**config.mk**
```make
export PLATFORM = sky130hd
export DESIGN_NAME = hlsm_initiator
export DESIGN_NICKNAME = d
export VERILOG_FILES = /design/src/rtl/hlsm_pkg.sv /design/src/rtl/hlsm_watchdog.sv /design/src/rtl/hlsm_initiator.sv
export SDC_FILE = /design/constraint.sdc
export NUM_CORES = 1
export LEC_CHECK = 0
export ABC_AREA = 0
export BUFFER_PORTS_ARGS = -buffer_cell sky130_fd_sc_hd__buf_4
export CAP_MARGIN = 20
export CORE_ASPECT_RATIO = 1.5
export CORE_MARGIN = 2
export CORE_UTILIZATION = 30
export DETAILED_ROUTE_END_ITERATION = 8
export HOLD_SLACK_MARGIN = 0.06
export PLACE_DENSITY_LB_ADDON = 0.25
export SLEW_MARGIN = 10
export SYNTH_ARGS = -nofsm -noshare
export SYNTH_HDL_FRONTEND = slang
export SYNTH_SLANG_ARGS = --single-unit
```
**constraint.sdc**
```tcl
create_clock -name Clk -period 2.6 [get_ports Clk]
set_input_delay 0.39 -clock Clk [delete_from_list [all_inputs] [get_ports Clk]]
set_output_delay 0.39 -clock Clk [all_outputs]
set_load 0.005 [all_outputs]
```
**src/rtl/hlsm_pkg.sv**
```systemverilog
// Shared types and constants for the HLSM initiator.
// States and the latency counter width.
package hlsm_pkg;

  localparam int CYC_W = 16;

  typedef enum logic [2:0] {
    FLUSH,
    IDLE,
    START,
    ARM,
    WAIT,
    ABORT,
    HOLD
  } state_t;

endpackage

```
**src/rtl/hlsm_watchdog.sv**
```systemverilog
// Saturating latency counter and timeout compare.
// The counter reads k in the k-th cycle after Start.
import hlsm_pkg::*;

module hlsm_watchdog #(
  parameter int TIMEOUT = 64
) (
  input  logic             clk,
  input  logic             rst_n,
  input  logic             clr,
  input  logic             en,
  output logic [CYC_W-1:0] cnt,
  output logic             expired
);

  always_ff @(posedge clk or negedge rst_n) begin
    if (!rst_n) begin
      cnt <= '0;
    end else if (clr) begin
      cnt <= '0;
    end else if (en && cnt != '1) begin
      cnt <= cnt + 1'b1;
    end
  end

  assign expired = (cnt == CYC_W'(TIMEOUT));

endmodule

```
**src/rtl/hlsm_initiator.sv**
```systemverilog
// Controlling-side Start/Done handshake for an HLSM datapath.
// One job in flight; a watchdog aborts a hung HLSM.
import hlsm_pkg::*;

module hlsm_initiator #(
  parameter int DATA_W  = 32,
  parameter int N_IN    = 4,
  parameter int N_OUT   = 2,
  parameter int TIMEOUT = 64
) (
  input  logic                    Clk,
  input  logic                    Rst,
  input  logic                    in_valid,
  output logic                    in_ready,
  input  logic [N_IN*DATA_W-1:0]  in_data,
  output logic                    hlsm_start,
  output logic                    hlsm_rst,
  output logic [N_IN*DATA_W-1:0]  hlsm_operands,
  input  logic                    hlsm_done,
  input  logic [N_OUT*DATA_W-1:0] hlsm_results,
  output logic                    out_valid,
  input  logic                    out_ready,
  output logic [N_OUT*DATA_W-1:0] out_data,
  output logic [CYC_W-1:0]        out_cycles,
  output logic                    out_timeout,
  output logic                    busy
);

  state_t           state_q;
  state_t           state_d;
  logic [CYC_W-1:0] cnt;
  logic             expired;

  hlsm_watchdog #(
    .TIMEOUT(TIMEOUT)
  ) u_wdog (
    .clk    (Clk),
    .rst_n  (Rst),
    .clr    (state_q == IDLE),
    .en     (state_q == START || state_q == ARM || state_q == WAIT),
    .cnt    (cnt),
    .expired(expired)
  );

  always_ff @(posedge Clk or negedge Rst) begin
    if (!Rst) begin
      state_q <= FLUSH;
    end else begin
      state_q <= state_d;
    end
  end

  // Done in ARM is stale from the previous job and is ignored.
  always_comb begin
    state_d = state_q;
    unique case (state_q)
      FLUSH: state_d = IDLE;
      IDLE:  if (in_valid) state_d = START;
      START: state_d = ARM;
      ARM:   state_d = WAIT;
      WAIT: begin
        if (hlsm_done) begin
          state_d = HOLD;
        end else if (expired) begin
          state_d = ABORT;
        end
      end
      ABORT: state_d = HOLD;
      HOLD:  if (out_ready) state_d = IDLE;
      default: state_d = FLUSH;
    endcase
  end

  always_ff @(posedge Clk or negedge Rst) begin
    if (!Rst) begin
      hlsm_operands <= '0;
      out_data      <= '0;
      out_cycles    <= '0;
      out_timeout   <= 1'b0;
    end else begin
      if (state_q == IDLE && in_valid) begin
        hlsm_operands <= in_data;
      end
      if (state_q == WAIT && hlsm_done) begin
        out_data    <= hlsm_results;
        out_cycles  <= cnt;
        out_timeout <= 1'b0;
      end
      if (state_q == ABORT) begin
        out_data    <= '0;
        out_cycles  <= CYC_W'(TIMEOUT);
        out_timeout <= 1'b1;
      end
    end
  end

  assign in_ready   = (state_q == IDLE);
  assign hlsm_start = (state_q == START);
  assign hlsm_rst   = (state_q == FLUSH) || (state_q == ABORT);
  assign out_valid  = (state_q == HOLD);
  assign busy       = (state_q != IDLE);

endmodule

```
==> results by group, run 1 <==
Route
  – Routed vias: 6748
  – Pre-antenna DRT Iters: 4
  – Routed WL: 26100 µm
  – Wirelength per Cell: 18.2 µm
  – Final ANT Viol Nets: 0
  – Detailed Route Iter0 Violations: 181
  – Drc violations: 0
  – Via/cell ratio: 4.71

Synth
  – Synth Area in Compound Gates: 0.114
  – Syn Std Cell Area: 9060 µm²
  – Ys Warns: 0
  – Multiplexer share of the synthesized area: 0.161
  – EDFF count, synth: 0
  – Mean Syn Cell Area: 14.9 µm²
  – Register area share after synthesis: 0.630
  – Largest family of logic cells by synthesized area: multiplexers
  – Post-synth cell types: 55
  – Xor and xnor area share after synthesis: 0.000967
  – Async set-or-reset flop fraction in the synthesized netlist: 1.00
  – Top FF cell, synth: dfrtp_1
  – Synthesized instance count: 607
  – Synth Area in Simple Gates: 0.0502
  – Adder-cell share of the synthesized area: 0.00276
  – Post-synth top area share: 0.630
  – Top cells by area, synth: dfrtp_1 (63%), mux2_2 (16%), a22o_1 (7.7%), buf_6 (2.2%), buf_2 (0.77%)
  – Register bit count reported by yosys: 228
  – Area leader, netlist: dfrtp_1
  – Syn_nets: 806

STA
  – Final setup viols: 0
  – RSZ-0062 raised after global routing: no
  – Hold Violations, Final: 0
  – Final period util: 0.942
  – Hold WS: 0.0913 ns
  – Actual slew at the worst max-slew pin: 0.893 ns
  – Max Fclk: 409 MHz
  – Slew headroom: 0.398
  – Fin crit period: 2.45 ns
  – Clock skew: 0.0154 ns
  – Fin Setup TNS: 0 ns
  – Final Max Tran Viols: 0

Floorplan
  – Starting density of the core: 0.306
  – Die area: 31600 µm²
  – Die H: 217 µm
  – Cell Rows: 77
  – Die width: 146 µm
  – I/O pin total: 411
  – Core Region: 29600 µm²

GRT
  – GRT Max-Usage Layer: met2
  – Total track usage: 0.159
  – GRT met1 Usage: 0.171
  – Pin count of the biggest net entering global routing: 81
  – First-pass GRT wire length: 40000 µm
  – Vias in the first global route: 6960
  – M3 GR Usage: 0.0369
  – Initial antenna violation count: 0
  – Met2 Resource Use GR: 0.304
  – Total grt overflow: 0

Final layout
  – # fillers: 2741
  – NumNets Final: 1222
  – Antenna Cells: 0
  – Design area: 13400 µm²
  – Core Util, Final: 0.454
  – Share of cells above drive strength 1: 0.588
  – Area growth, synth to finish: 48.2%

Clock network
  – Later-pin clock latency in the skew report: 0.51 ns
  – Clock sinks: 228
  – PostCTS Resize Cnt: 0
  – CTS tree: built
  – Post-CTS Setup Bufs: 0
  – TritonCTS buffer count: 23
  – H-tree level count: 1
  – Clk slew on worst S/H paths: 0.06 ns
  – Hold_buf cts: 5
  – Clock Tree Root: clkbuf_16
  – Longest Clk Path Bufs: 3

Place
  – Dpl hpwl: 19100 µm
  – Area after DPL: 12500 µm²
  – GPL Wtd Cong: 0.827
  – Port bufs: 410

Setup path
  – FF-to-FF setup slack: 0.51 ns
  – Reg2reg end: hlsm_operands[124]$_DFFE_PN0P_
  – Crit path kind: flip-flop to output port
  – Reg-to-Reg Start: state_q[2]$_DFFE_PN0P_
  – Worst setup EP type: output port
  – Crit path required time: 2.21 ns
  – Maximum fanout along the worst path: 9
  – Worst-case reg-to-reg path depth: 4
  – Startpoint types: flip-flop
  – CP Data Arrival Time: 2.06 ns

Worst hold path
  – Hold depth: 2
  – Hold Startpoint: hlsm_results[50]
  – Hold Path End: out_data[50]$_DFFE_PN0P_
  – HP Class: input pin to flip-flop

Power
  – Power Density: 1170 nW/µm²
  – Lkg Pwr: 6.56 nW
  – Comb power frac: 0.380
  – Cell-internal power: 0.0111 W
  – Seq pwr share: 0.383
  – Sw Share: 0.294
  – Switch Pwr: 0.00463 W
  – Peak VDD IR: 1.03 mV
  – Clk pwr share: 0.237

Outcome
  – Outcome: completed

Run
  – Max-cap violation count: 0
==> power groups by stage <==
stage | logic (W) | registers, W | clock network (W)
3_3_place_gp | 0.00600 | 0.00608 | 0
4_1_cts | 0.00610 | 0.00605 | 0.00384
3_5_place_dp | 0.00610 | 0.00610 | 0
5_1_grt | 0.00646 | 0.00626 | 0.00401
2_1_floorplan | 0.00267 | 0.00610 | 0
6_report | 0.00599 | 0.00605 | 0.00373
==> logic make-up after synthesis <==
| group | count (synthesis) |
|---|---|
| flip-flops | 228 |
| multiplexers | 130 |
| AO/OA/AOI/OAI | 127 |
| AND/OR/NAND/NOR | 68 |
| buffers and inverters | 51 |
| adder cells (fa/ha/maj) | 2 |
| XOR/XNOR | 1 |
==> placed cells by master, fill, tap and decap left out, drive strengths merged, types with 7 or more instances in the layout <==
cell type	instances
nor4	10
dfrtp	228
a21oi	10
buf	428
and3	7
a22o	80
nand4	7
mux2	128
nor3	8
clkbuf	29
nand2	15
o21ai	11
inv	9
==> worst max-delay path, stage by stage (launching register included) <==
cell and delay, ns:
dfrtp_1 0.52, buf_4 0.24, inv_1 0.12, nor3_4 0.33, inv_2 0.16, buf_4 0.17
==> metrics by stage <==
| step | worst slack, ns | instances | total power, W |
|---|---|---|---|
| 4_1_cts | 0.161 | 1434 | 0.0160 |
| 5_1_grt | 0.0367 | 1434 | 0.0167 |
| 2_1_floorplan | 0.881 | 607 | 0.00878 |
| 3_5_place_dp | 0.473 | 1388 | 0.0122 |
| 6_report | 0.152 | 1434 | 0.0158 |
| 3_3_place_gp | 0.546 | 1388 | 0.0121 |
==> per-layer routing <==
layer / vias to the layer above / routed length [µm]
met1: 3354 / 9220
met3: 36 / 1790
met5: - / 0
met2: 279 / 14500
met4: 0 / 571
li1: 3079 / -
==> final cells by class <==
type / count / area [µm²] / area share
flip-flops and latches: 228 / 5710 / 0.425
repair buffers: 433 / 3350 / 0.249
multi-input cells: 328 / 3000 / 0.223
clock buffers: 29 / 638 / 0.0475
well taps: 395 / 494 / 0.0368
clock inverters: 12 / 210 / 0.0157
inverters: 9 / 33.8 / 0.00252
==> worst max path at each step <==
| stage | to | startpoint | depth (start not counted) |
|---|---|---|---|
| 6_report | busy | state_q[0]$_DFFE_PN0P_ | 5 |
| 5_1_grt | busy | state_q[0]$_DFFE_PN0P_ | 5 |
| 4_1_cts | busy | state_q[0]$_DFFE_PN0P_ | 5 |
| 3_5_place_dp | hlsm_operands[127]$_DFFE_PN0P_ | state_q[2]$_DFFE_PN0P_ | 4 |
| 3_3_place_gp | hlsm_operands[0]$_DFFE_PN0P_ | state_q[2]$_DFFE_PN0P_ | 4 |
| 2_1_floorplan | u_wdog.cnt[14]$_DFFE_PN0P_ | u_wdog.cnt[0]$_DFFE_PN0P_ | 5 |
==> synthesized netlist by cell type, drive strengths merged (5+ instances only) <==
master / n
nor3: 8
mux2: 128
a22o: 80
buf: 39
o21ai: 11
inv: 9
a21oi: 10
nor4: 10
dfrtp: 228
nand2: 15
nand3: 5
nand4: 7
and3: 7
nor2: 6
==> sequential cells by signal, summed over array words and instances, names as in the netlist <==
signal	count
out_data	64
hlsm_operands	128
out_timeout	1
out_cycles	16
state_q	3
u_wdog.cnt	16
(Power assumes the default switching activity.)
==> run 2: changes to the inputs <==
- CORE_AREA: not set -> 2 2 158 160
- CORE_ASPECT_RATIO: 1.5 -> not set
- CORE_MARGIN: 2 -> not set
- CORE_UTILIZATION: 30 -> not set
- DIE_AREA: not set -> 0 0 160 162
==> results by group, run 2 (synthesized netlist as in run 1, its figures left out) <==
Outcome
  – Outcome: completed (unchanged)

Run
  – Max-cap violation count: 0 (unchanged)

Power
  – Total power: 0.0156 W (was 0.0158 W)
  – Power Density: 1180 nW/µm² (was 1170 nW/µm²)
  – Lkg Pwr: 6.51 nW (was 6.56 nW)
  – Comb power frac: 0.385 (was 0.380)
  – Cell-internal power: 0.0109 W (was 0.0111 W)
  – Sw Share: 0.302 (was 0.294)
  – Switch Pwr: 0.00471 W (was 0.00463 W)
  – Clk pwr share: 0.228 (was 0.237)
  – Peak VDD IR: 0.580 mV (was 1.03 mV)
  – Seq pwr share: 0.387 (was 0.383)

Place
  – Dpl hpwl: 19600 µm (was 19100 µm)
  – Port bufs: 410 (unchanged)
  – GPL Wtd Cong: 0.823 (was 0.827)
  – Placed Cells: 1315 (was 1388)

Route
  – Final ANT Viol Nets: 0 (unchanged)
  – Routed WL: 26500 µm (was 26100 µm)
  – Drc violations: 0 (unchanged)
  – Via/cell ratio: 4.93 (was 4.71)
  – Wirelength per Cell: 19.4 µm (was 18.2 µm)
  – Pre-antenna DRT Iters: 4 (unchanged)
  – Routed vias: 6725 (was 6748)
  – Detailed Route Iter0 Violations: 396 (was 181)

Final layout
  – Largest Register: hlsm_operands (unchanged)
  – NumNets Final: 1218 (was 1222)
  – Commonest non-fill, non-tap cell in the layout: buf_4 (unchanged)
  – Share of cells above drive strength 1: 0.591 (was 0.588)
  – Final cell count without fillers: 1365 (was 1434)
  – # fillers: 2059 (was 2741)
  – Biggest regs: hlsm_operands x128, out_data x64 (unchanged)
  – Area growth, synth to finish: 46.5% (was 48.2%)
  – Max FFs per register: 128 (unchanged)
  – Most frequent cells in the layout: buf_4 (420), dfrtp_1 (228), mux2_2 (128), a22o_1 (80), clkbuf_16 (25) (was buf_4 (421), dfrtp_1 (228), mux2_2 (128), a22o_1 (80), clkbuf_16 (23))

STA
  – Max Fclk: 457 MHz (was 409 MHz)
  – Clock skew: 0.0130 ns (was 0.0154 ns)
  – Final setup viols: 0 (unchanged)
  – Fin Setup TNS: 0 ns (unchanged)
  – Slew headroom: 0.471 (was 0.398)
  – Fin crit period: 2.19 ns (was 2.45 ns)
  – Final period util: 0.842 (was 0.942)
  – Hold WS: 0.0874 ns (was 0.0913 ns)
  – Actual slew at the worst max-slew pin: 0.786 ns (was 0.893 ns)
  – Final Max Tran Viols: 0 (unchanged)
  – Hold Violations, Final: 0 (unchanged)
  – RSZ-0062 raised after global routing: no (unchanged)

GRT
  – Total grt overflow: 0 (unchanged)
  – Pin count of the biggest net entering global routing: 86 (was 81)
  – First-pass GRT wire length: 40000 µm (about the same)
  – Total track usage: 0.197 (was 0.159)
  – Initial antenna violation count: 3 (was 0)
  – Vias in the first global route: 6755 (was 6960)

Floorplan
  – I/O pin total: 411 (unchanged)
  – Cell Rows: 57 (was 77)
  – Starting density of the core: 0.376 (was 0.306)
  – Die width: 160 µm (was 146 µm)
  – Die area: 25900 µm² (was 31600 µm²)
  – Die H: 162 µm (was 217 µm)
  – Core Region: 24100 µm² (was 29600 µm²)

Clock network
  – TritonCTS buffer count: 25 (was 23)
  – Clk slew on worst S/H paths: 0.07 ns (was 0.06 ns)
  – Clock Tree Root: clkbuf_16 (unchanged)
  – Longest Clk Path Bufs: 3 (unchanged)
  – CTS tree: built (unchanged)
  – H-tree level count: 1 (unchanged)
  – Later-pin clock latency in the skew report: 0.51 ns (about the same)
  – Clock sinks: 228 (unchanged)

Setup path
  – Reg-to-Reg Start: state_q[2]$_DFFE_PN0P_ (unchanged)
  – Reg2reg end: hlsm_operands[92]$_DFFE_PN0P_ (was hlsm_operands[124]$_DFFE_PN0P_)
  – Maximum fanout along the worst path: 14 (was 9)
  – FF-to-FF setup slack: 0.60 ns (was 0.51 ns)
  – Crit path kind: flip-flop to output port (unchanged)
  – Startpoint types: flip-flop (unchanged)
  – CP Data Arrival Time: 1.80 ns (was 2.06 ns)
  – Worst-case reg-to-reg path depth: 4 (unchanged)
  – Crit path required time: 2.21 ns (about the same)
  – Worst setup EP type: output port (unchanged)
  – Worst setup path end: in_ready (was busy)
  – Worst Setup SP: state_q[0]$_DFFE_PN0P_ (unchanged)

Worst hold path
  – HP Class: input pin to flip-flop (unchanged)
## run 2: changes by cell type in the layout (fill, tap and decap cells not counted), sizes merged
| cell | before | now |
|---|---|---|
| buf | 428 | 426 |
| bufinv | 6 | 2 |
| clkbuf | 29 | 32 |
| clkinvlp | 0 | 5 |
| diode | 0 | 4 |
| dlygate4sd3 | 5 | 1 |
## run 2: worst min-delay path by stage
stage                                        end  slack [ns]             start  depth (start not counted)
global route            out_data[18]$_DFFE_PN0P_        0.07  hlsm_results[18]                          2
floorplan           hlsm_operands[0]$_DFFE_PN0P_        0.09               Rst                          0
detailed placement  hlsm_operands[2]$_DFFE_PN0P_        0.46               Rst                          1
finish                  out_data[21]$_DFFE_PN0P_        0.09  hlsm_results[21]                          2
global placement    hlsm_operands[2]$_DFFE_PN0P_        0.46               Rst                          1
CTS                     out_data[21]$_DFFE_PN0P_        0.07  hlsm_results[21]                          2
## run 2: layout make-up
| cell class | instances | area [µm²] | area share |
|---|---|---|---|
| antenna | 4 | 10.0 | 0.000755 |
| clock buffer | 32 | 702 | 0.0529 |
| clock inverter | 13 | 135 | 0.0102 |
| inverter | 9 | 33.8 | 0.00255 |
| multi-input combinational | 328 | 3000 | 0.226 |
| sequential | 228 | 5710 | 0.430 |
| tap | 324 | 405 | 0.0306 |
| timing repair buffer | 427 | 3280 | 0.247 |
## run 2: per-layer routing
layer | up-vias | GRT usage | share of wire
li1 | 3119 | - | -
met3 | 36 | 0.0592 | 0.087
met5 | - | 0 | 0.00049
met4 | 2 | 0.0491 | 0.021
met1 | 3308 | 0.240 | 0.38
met2 | 260 | 0.343 | 0.51
## run 2: repair_timing
action / CTS / global route
resized for setup: 0 / 0
endpoints found under the hold margin: 78 / 0
hold buffers: 1 / 0
buffers inserted: 0 / 0
## run 2: power by group through the flow
stage | sequential, W | clock, W | combinational, W
after global placement | 0.00606 | 0 | 0.00603
after floorplan | 0.00610 | 0 | 0.00267
after CTS | 0.00606 | 0.00366 | 0.00612
after detailed placement | 0.00609 | 0 | 0.00611
after global routing | 0.00626 | 0.00382 | 0.00648
final | 0.00605 | 0.00356 | 0.00602
## run 2: through the flow
step / setup WS, ns / utilization / cell area [µm²]
2_1_floorplan: 0.881 / - / 9060
3_3_place_gp: 0.665 / 0.515 / 12400
3_5_place_dp: 0.626 / 0.515 / 12400
4_1_cts: 0.406 / 0.550 / 13300
5_1_grt: 0.350 / 0.550 / 13300
6_report: 0.412 / 0.550 / 13300
## run 2: critical path, cell delays in order, from the launching register on
cell	delay, ns
dfrtp_1	0.36
buf_4	0.23
inv_1	0.15
nor3_4	0.22
buf_4	0.20
buf_4	0.12
==> run 3: changes to the inputs <==
- CORE_AREA: 2 2 158 160 -> 2 2 157 159
- DIE_AREA: 0 0 160 162 -> 0 0 159 161
- clock period: 2.6 -> 1.93 ns (I/O delays scaled with it)
==> results by group, run 3 (synthesized netlist as in run 1, its figures left out) <==
Outcome
  – Outcome: completed (unchanged)

STA
  – Final Max Tran Viols: 0 (unchanged)
  – Hold Violations, Final: 0 (unchanged)
  – Final setup viols: 0 (unchanged)
  – Hold WS: 0.183 ns (was 0.0874 ns)
  – Clock skew: 0.00982 ns (was 0.0130 ns)
  – Max Fclk: 538 MHz
  – Slew headroom: 0.692 (was 0.471)
  – Fin crit period: 1.86 ns
  – Actual slew at the worst max-slew pin: 0.462 ns (was 0.786 ns)
  – RSZ-0062 raised after global routing: yes (was no)
  – Final period util: 0.963

Floorplan
  – Die H: 161 µm (was 162 µm)
  – Die width: 159 µm (was 160 µm)
  – Core Region: 24000 µm² (was 24100 µm²)
  – Cell Rows: 57 (unchanged)
  – I/O pin total: 411 (unchanged)
  – Starting density of the core: 0.378 (was 0.376)
  – Die area: 25600 µm² (was 25900 µm²)

Route
  – M1 wire length: 11400 µm (was 10100 µm)
  – Drc violations: 0 (unchanged)
  – Detailed Route Iter0 Violations: 403 (was 396)
  – Routed vias: 7758 (was 6725)
  – WL met2: 14700 µm (was 13500 µm)
  – Routed WL: 28800 µm (was 26500 µm)
  – Pre-antenna DRT Iters: 5 (was 4)
  – Final ANT Viol Nets: 0 (unchanged)
  – DR top layer: met4 (was met5)
  – Via/cell ratio: 4.91 (was 4.93)
  – Metal3 WL: 1810 µm (was 2320 µm)
  – Wirelength per Cell: 18.2 µm (was 19.4 µm)

Setup path
  – Worst setup EP type: output port (unchanged)
  – CP cell instances: buf_6, inv_1, nor3_4, inv_4, buf_4 (was buf_4, inv_1, nor3_4, buf_4, buf_4)
  – Startpoint types: flip-flop (unchanged)
  – CP delay by family, top: buffers and inverters (unchanged)
  – FF-to-FF setup slack: 0.14 ns (was 0.60 ns)
  – Crit path required time: 1.64 ns (was 2.21 ns)
  – Buffers & Inverters on Critical Path: 4 (unchanged)
  – Crit path kind: flip-flop to output port (unchanged)
  – CP Data Arrival Time: 1.57 ns (was 1.80 ns)
  – Maximum fanout along the worst path: 9 (was 14)
  – CP max-delay cell: dfrtp_1 (unchanged)
  – CP max stage delay: 0.38 ns (was 0.36 ns)

Final layout
  – Share of cells above drive strength 1: 0.507 (was 0.591)
  – Most frequent cells in the layout: buf_4 (434), dfrtp_1 (227), dlygate4sd3_1 (195), mux2_2 (128), a22o_1 (80) (was buf_4 (420), dfrtp_1 (228), mux2_2 (128), a22o_1 (80), clkbuf_16 (25))
  – Biggest regs: hlsm_operands x128, out_data x64 (unchanged)
  – Max FFs per register: 128 (unchanged)
  – Core Util, Final: 0.648 (was 0.550)
  – Commonest non-fill, non-tap cell in the layout: buf_4 (unchanged)
  – Largest Register: hlsm_operands (unchanged)
  – Area growth, synth to finish: 71.5% (was 46.5%)
  – Design area: 15500 µm² (was 13300 µm²)
  – # fillers: 1725 (was 2059)
  – NumNets Final: 1432 (was 1218)

Power
  – Lkg Pwr: 7.50 nW (was 6.51 nW)
  – Power Density: 1450 nW/µm² (was 1180 nW/µm²)
  – Peak VDD IR: 0.809 mV (was 0.580 mV)
  – Total power: 0.0226 W (was 0.0156 W)

Place
  – Area after DPL: 12600 µm² (was 12400 µm²)
  – GPL Wtd Cong: 0.866 (was 0.823)
  – Dpl hpwl: 18500 µm (was 19600 µm)
  – Port bufs: 410 (unchanged)

GRT
  – Total grt overflow: 0 (unchanged)
  – Initial antenna violation count: 6 (was 3)
  – Pin count of the biggest net entering global routing: 71 (was 86)
  – Total track usage: 0.217 (was 0.197)
  – First-pass GRT wire length: 44900 µm (was 40000 µm)
  – Vias in the first global route: 8284 (was 6755)

Clock network
  – Clock sinks: 228 (unchanged)
  – Clock Tree Root: clkbuf_16 (unchanged)
  – TritonCTS buffer count: 24 (was 25)
  – H-tree level count: 1 (unchanged)
  – CTS tree: built (unchanged)
  – Clk slew on worst S/H paths: 0.06 ns (was 0.07 ns)
  – Longest Clk Path Bufs: 3 (unchanged)
  – Later-pin clock latency in the skew report: 0.51 ns (about the same)

Run
  – Max-cap violation count: 0 (unchanged)

Worst hold path
  – HP Class: input pin to flip-flop (unchanged)
==> run 3: per-layer routing <==
metal,vias up,track usage
met5,-,0
met4,0,0.0707
met3,62,0.0431
met2,321,0.386
met1,3851,0.265
li1,3524,-
==> run 3: path summary, 6_finish.rpt <==
kind	start	end	cells after the start
setup / recovery	state_q[0]$_DFFE_PN0P_	busy	5
hold / removal	in_valid	state_q[1]$_DFFE_PN0P_	3
setup reg to reg	state_q[2]$_DFFE_PN0P_	u_wdog.cnt[14]$_DFFE_PN0P_	6
hold reg to reg	out_data[51]$_DFFE_PN0P_	out_data[51]$_DFFE_PN0P_	1
max in group asynchronous	Rst	u_wdog.cnt[3]$_DFFE_PN0P_	3
min in group asynchronous	Rst	hlsm_operands[121]$_DFFE_PN0P_	2
==> run 3: timing repair <==
action / 4_1_cts / 5_1_grt
hold buffers: 195 / 0
pin swaps: 1 / 0
cloned: 0 / 0
setup buffers: 4 / 1
gates resized for setup: 4 / 2
setup endpoints to repair: 2 / 2
hold endpoints to repair: 241 / 0
==> run 3: area by class of cell <==
type | instances | area (µm²) | area share
multi-input combinational | 328 | 3000 | 0.193
antenna | 6 | 15.0 | 0.000966
clock buffer | 31 | 698 | 0.0449
timing repair buffer | 642 | 5430 | 0.350
tap | 324 | 405 | 0.0261
clock inverter | 12 | 246 | 0.0159
inverter | 9 | 36.3 | 0.00234
sequential | 228 | 5710 | 0.367
==> run 3: power breakdown <==
| part | internal (W) | switching, W | leakage [nW] | total [W] |
|---|---|---|---|---|
| logic | 0.00548 | 0.00352 | 4.18 | 0.00899 |
| clock network | 0.00349 | 0.00192 | 0.458 | 0.00541 |
| registers | 0.00692 | 0.00125 | 2.86 | 0.00817 |
| total | 0.0159 | 0.00669 | 7.50 | 0.0226 |
==> run 3: worst reg2reg max path: stages, from the launching register on <==
cell and delay, ns:
dfrtp_1 0.39, buf_4 0.14, or3_1 0.41, and2_0 0.26
buf_4 0.20, a41oi_1 0.22, a21oi_1 0.06
==> run 3: through the flow <==
stage / worst slack, ns / cells / setup TNS (ns)
after floorplan: 0.211 / 607 / 0
after global placement: 0.244 / 1331 / 0
after detailed placement: 0.213 / 1331 / 0
after CTS: 0.000776 / 1573 / 0
after global routing: -0.00544 / 1580 / -0.00544
final: 0.0716 / 1580 / 0
